File: src/rtl/axi4bus_pkg.sv
// Shared AXI4 read-path definitions: AR/R bundle layout, response codes,
// default-responder FSM states and an R-bundle packing helper.
package axi4bus_pkg;

    localparam int AR_W        = 77;
    localparam int R_W         = 75;

    localparam int AR_LEN_LSB  = 69;
    localparam int AR_LEN_W    = 8;
    localparam int AR_ADDR_LSB = 33;
    localparam int AR_ADDR_W   = 36;
    localparam int AR_ID_LSB   = 25;
    localparam int AR_ID_W     = 8;

    localparam int R_ID_LSB    = 67;
    localparam int R_ID_W      = 8;
    localparam int R_DATA_LSB  = 3;
    localparam int R_DATA_W    = 64;
    localparam int R_RESP_LSB  = 1;
    localparam int R_RESP_W    = 2;
    localparam int R_LAST_BIT  = 0;

    localparam logic [1:0] RESP_OKAY   = 2'b00;
    localparam logic [1:0] RESP_SLVERR = 2'b10;
    localparam logic [1:0] RESP_DECERR = 2'b11;

    typedef enum logic [0:0] {
        ST_IDLE  = 1'b0,
        ST_BURST = 1'b1
    } rd_state_e;

    function automatic logic [R_W-1:0] r_pack(
        input logic [R_ID_W-1:0]   id,
        input logic [R_DATA_W-1:0] data,
        input logic [R_RESP_W-1:0] resp,
        input logic                last
    );
        return {id, data, resp, last};
    endfunction

endpackage

File: src/rtl/r_default_responder.sv
// Default AXI4 read slave: answers every unmapped AR with a full DECERR burst.
// Optional completed-burst counter output ERRCNT under `RDEFAULT_ERRCNT_EN`.
module r_default_responder
    import axi4bus_pkg::*;
#(
    parameter logic [63:0] DATA_FILL = 64'h0000000000000000,
    parameter logic [1:0]  RESP_CODE = 2'b11
) (
    input  logic          CLK,
    input  logic          RST,
    input  logic [76:0]   DATAi,
    input  logic          VALIDi,
    output logic          READYi,
    output logic [74:0]   DATAo,
    output logic          VALIDo,
`ifdef RDEFAULT_ERRCNT_EN
    output logic [15:0]   ERRCNT,
`endif
    input  logic          READYo
);

    rd_state_e        state_q, state_d;
    logic [7:0]       id_q, id_d;
    logic [7:0]       len_q, len_d;
    logic [7:0]       beat_q, beat_d;
    logic             valid_q, valid_d;
    logic             ready_q, ready_d;
    logic [R_W-1:0]   data_q, data_d;
    logic [7:0]       beat_inc_s;
    logic [7:0]       ar_id_s;
    logic [7:0]       ar_len_s;
    logic             hs_last_s;
    logic             unused_ar_s;

    assign ar_id_s    = DATAi[AR_ID_LSB +: AR_ID_W];
    assign ar_len_s   = DATAi[AR_LEN_LSB +: AR_LEN_W];
    assign beat_inc_s = beat_q + 8'd1;
    assign unused_ar_s = ^{DATAi[AR_ADDR_LSB +: AR_ADDR_W], DATAi[AR_ID_LSB-1:0]};

    // Next-state, beat counter and registered R-channel outputs.
    always_comb begin
        state_d   = state_q;
        id_d      = id_q;
        len_d     = len_q;
        beat_d    = beat_q;
        valid_d   = valid_q;
        ready_d   = ready_q;
        data_d    = data_q;
        hs_last_s = 1'b0;
        case (state_q)
            ST_IDLE: begin
                if (VALIDi && ready_q) begin
                    state_d = ST_BURST;
                    id_d    = ar_id_s;
                    len_d   = ar_len_s;
                    beat_d  = 8'd0;
                    valid_d = 1'b1;
                    ready_d = 1'b0;
                    data_d  = r_pack(ar_id_s, DATA_FILL, RESP_CODE, ar_len_s == 8'd0);
                end else begin
                    state_d = ST_IDLE;
                end
            end
            ST_BURST: begin
                if (valid_q && READYo) begin
                    if (data_q[R_LAST_BIT]) begin
                        // Counter is cleared rather than incremented so LEN=255 never wraps.
                        hs_last_s = 1'b1;
                        state_d   = ST_IDLE;
                        beat_d    = 8'd0;
                        valid_d   = 1'b0;
                        ready_d   = 1'b1;
                        data_d    = {R_W{1'b0}};
                    end else begin
                        beat_d = beat_inc_s;
                        data_d = r_pack(id_q, DATA_FILL, RESP_CODE, beat_inc_s == len_q);
                    end
                end else begin
                    state_d = ST_BURST;
                end
            end
            default: begin
                state_d = ST_IDLE;
                beat_d  = 8'd0;
                valid_d = 1'b0;
                ready_d = 1'b1;
                data_d  = {R_W{1'b0}};
            end
        endcase
    end

    // State and output registers.
    always_ff @(posedge CLK or posedge RST) begin
        if (RST) begin
            state_q <= ST_IDLE;
            id_q    <= 8'd0;
            len_q   <= 8'd0;
            beat_q  <= 8'd0;
            valid_q <= 1'b0;
            ready_q <= 1'b1;
            data_q  <= {R_W{1'b0}};
        end else begin
            state_q <= state_d;
            id_q    <= id_d;
            len_q   <= len_d;
            beat_q  <= beat_d;
            valid_q <= valid_d;
            ready_q <= ready_d;
            data_q  <= data_d;
        end
    end

    assign READYi = ready_q;
    assign VALIDo = valid_q;
    assign DATAo  = data_q;

`ifdef RDEFAULT_ERRCNT_EN
    logic [15:0] errcnt_q, errcnt_d;

    // Saturating count of completed DECERR bursts.
    always_comb begin
        errcnt_d = errcnt_q;
        if (hs_last_s && (errcnt_q != 16'hFFFF)) begin
            errcnt_d = errcnt_q + 16'd1;
        end else begin
            errcnt_d = errcnt_q;
        end
    end

    // Error counter register.
    always_ff @(posedge CLK or posedge RST) begin
        if (RST) begin
            errcnt_q <= 16'd0;
        end else begin
            errcnt_q <= errcnt_d;
        end
    end

    assign ERRCNT = errcnt_q;
`else
    logic unused_hs_s;
    assign unused_hs_s = hs_last_s;
`endif

endmodule

File: config.mk
export PLATFORM = sky130hd
export DESIGN_NAME = r_default_responder
export DESIGN_NICKNAME = d
export VERILOG_FILES = /design/src/rtl/axi4bus_pkg.sv /design/src/rtl/r_default_responder.sv
export SDC_FILE = /design/constraint.sdc
export NUM_CORES = 1
export LEC_CHECK = 0
export BUFFER_PORTS_ARGS = -buffer_cell sky130_fd_sc_hd__clkbuf_2
export CORE_ASPECT_RATIO = 1.75
export CORE_UTILIZATION = 30
export CTS_CLUSTER_SIZE = 8
export DETAILED_ROUTE_END_ITERATION = 16
export GPL_ROUTABILITY_DRIVEN = 0
export PLACE_DENSITY = 0.6
export SETUP_SLACK_MARGIN = 0.2
export SLEW_MARGIN = 15
export SYNTH_ARGS = -nofsm -noshare
export SYNTH_HDL_FRONTEND = slang
export SYNTH_SLANG_ARGS = --single-unit
File: constraint.sdc
create_clock -name CLK -period 2.65 [get_ports CLK]
set_clock_uncertainty 0.1 [all_clocks]
set_input_delay 0.265 -clock CLK [delete_from_list [all_inputs] [get_ports CLK]]
set_output_delay 0.265 -clock CLK [all_outputs]
set_load 0.02 [all_outputs]
==> results.json <==
{
  "synth.distinct_cells": 36,
  "setup_ws_ns": 0.661,
  "port_buffers": 32,
  "timing.final.crit_period_ns": 1.99,
  "worstHoldEndpoint": "id_q[1]",
  "root_buffer": "clkbuf_16",
  "dp_hpwl_mm": 3.12,
  "yosys.area_share.xor_xnor_pct": 3.85,
  "clk_path_buf_depth": 2,
  "grt_remaining_overflow": 0,
  "antenna_cells": 0,
  "design_area_mm2": 0.00243,
  "h-tree-depth": 2,
  "leakagePower_uw": 0.00133,
  "reg2reg_depth": 5,
  "path_buf_inv": 0,
  "synth_compound_area_share_pct": 10.1,
  "p_per_area_mw_per_mm2": 598,
  "hp-start": "DATAi[26]",
  "track_usage_pct": 12.0,
  "cts-buffers-inserted": 5,
  "grt_first_pass_wirelength_mm": 6.97,
  "routed-via-count": 1670,
  "synth_mux_area_share_pct": 0,
  "synthCells": 260,
  "relSlewSlack_pct": 53.4,
  "total_power_uw": 1450,
  "r2r_slack_ns": 0.66,
  "async_flop_share_pct": 100,
  "grt_max_degree": 38,
  "pre_cts_ws_ns": 0.657,
  "grt_pass1_vias": 1553,
  "min_path_cells": 3,
  "die_area_mm2": 0.00796,
  "seq_area_frac_synth_pct": 40.7,
  "cts_tree": "done",
  "wl_mm": 4.33,
  "synthAdderAreaFrac_pct": 0.549,
  "placed_area_mm2": 0.00225,
  "reg2reg_from": "state_q",
  "yosys_warnings": 0,
  "clkLatencyLatePin_ns": 0.28,
  "initialDrtViolationCount": 44,
  "ys.flop_type": "dfrtp_1",
  "layout_common_cells": "conb_1 (64), nand2_1 (59), dfrtp_1 (36), clkbuf_2 (32), inv_1 (13)",
  "critPathLaunchType": "flop",
  "cp_slowest_cell": "dfrtp_1",
  "final_layout_size_suffix_gt1_share_pct": 15.8,
  "path_cells": "nand3b_4 > and2_4 > nor4_1 > a22oi_1 > o31ai_1",
  "synthesis.area_mm2": 0.00228,
  "r2r-end": "DATAo[0]",
  "route.detailed.drc": 0,
  "ir_worst_vdd_uv": 594,
  "wire_per_inst_um": 11.5,
  "ant_nets": 0,
  "post_cts_buffers": 0,
  "status": "finished, final reports clean",
  "cts.clk_slew.worst_paths_ns": 0.06,
  "die_x_um": 67.9,
  "synth_top_family_by_area": "buffers and inverters",
  "cpPeakStageDelay_ns": 0.50,
  "vias_per_cell": 4.43,
  "slew_viol_final": 0,
  "hold_viol": 0,
  "crit_fanout": 19,
  "rsz0062_at_grt": "false",
  "ys_ff_latch": 37,
  "antenna_found_initial": 0,
  "period_share_pct": 75.0,
  "dr.pass1.iters": 4,
  "setup_viol": 0,
  "worstMarginPinSlew_ns": 0.699,
  "nets": 372,
  "cp.required_ns": 2.74,
  "synthSimpleGateAreaFrac_pct": 18.3,
  "drv_cap": 0,
  "clock_sinks": 37,
  "start_util_pct": 31.3,
  "cts_resized": 0,
  "cp-end-kind": "flop",
  "cp.arrival_ns": 2.07,
  "synth_edf_count": 0,
  "ioPinCount": 158,
  "area_growth_pct": 6.65,
  "std_cell_rows": 41,
  "mostFrequentLayoutCell": "conb_1",
  "max_freq_mhz": 503,
  "critical_path_class": "reg2reg",
  "fp.coreArea_mm2": 0.00728,
  "hold_buffers": 1,
  "die_y_um": 117,
  "min_path_type": "in2reg",
  "syn_area_per_cell_um2": 8.76,
  "critical_path.top_delay_family": "simple AND/OR/NAND/NOR gates",
  "setup-tns-final_ns": 0
}
[report_power, final]
group | switching, µW | leakage [µW] | internal (µW)
Combinational | 128 | 0.000764 | 35.5
Clock | 223 | 0.0000841 | 470
Sequential | 11.8 | 0.000478 | 585
[routing by layer]
layer | global-route usage [%] | share of wire (%) | vias up
met3 | 3.10 | 5.9 | 15
met5 | 0 | 0 | -
met1 | 12.3 | 38 | 776
li1 | - | - | 785
met2 | 19.9 | 51 | 94
met4 | 9.86 | 5.2 | 0
[Yosys cell counts (4+ instances only)]
master	instances	area share, %
a222oi_1	8	3.5
buf_4	65	21
inv_1	13	2.1
dfrtp_1	36	40
xnor2_1	7	2.7
nand2_1	59	9.7
nor2_1	6	0.99
nand3_1	9	2.0
a21oi_1	4	0.88
clkbuf_1	5	0.82
o21ai_0	11	2.4
[cell type report]
cell class,count,area (µm²)
Clock buffer,7,143
Clock inverter,1,30.0
Fill cell,785,4860
Inverter,13,48.8
Multi-Input combinational cell,198,987
Sequential cell,37,927
Tap cell,86,108
Timing Repair Buffer,35,185
[kinds of logic (layout without fill, tap and decap cells)]
logic type / count (synthesis) / in the layout
adder cells (fa/ha/maj): 1 / 1
XOR/XNOR: 10 / 10
other: 1 / 64
flip-flops: 37 / 37
AO/OA/AOI/OAI: 33 / 33
AND/OR/NAND/NOR: 90 / 90
buffers and inverters: 88 / 56
[worst max path at each step]
stage                        from         to  slack [ns]  cells past startpoint
after detailed placement  state_q   DATAo[0]        0.66                      5
after CTS                 state_q   DATAo[0]        0.64                      5
after floorplan            READYi  DATAo[74]        0.91                      6
after global routing      state_q   DATAo[0]        0.55                      5
final                     state_q   DATAo[0]        0.66                      5
after global placement    state_q   DATAo[0]        0.62                      5
[worst min-delay path: stages]
cell and delay (ns):
clkbuf_2 0.08, nand2_1 0.04, nand2_1 0.05
[flip-flops by register name, summed over array words and instances, names as in the netlist]
signal   count
state_q      1
DATAo       10
id_q         8
len_q        8
VALIDo       1
READYi       1
beat_q       8
[per-stage QoR]
step                      instances  util, %  hold slack [ns]
after global routing            377     33.3            0.101
after detailed placement        368     30.8            0.286
after floorplan                 323        -            0.270
after global placement          368     30.8            0.292
final                           377     33.3           0.0922
after CTS                       377     33.3           0.0840
Power figures use the tool's default switching activity.
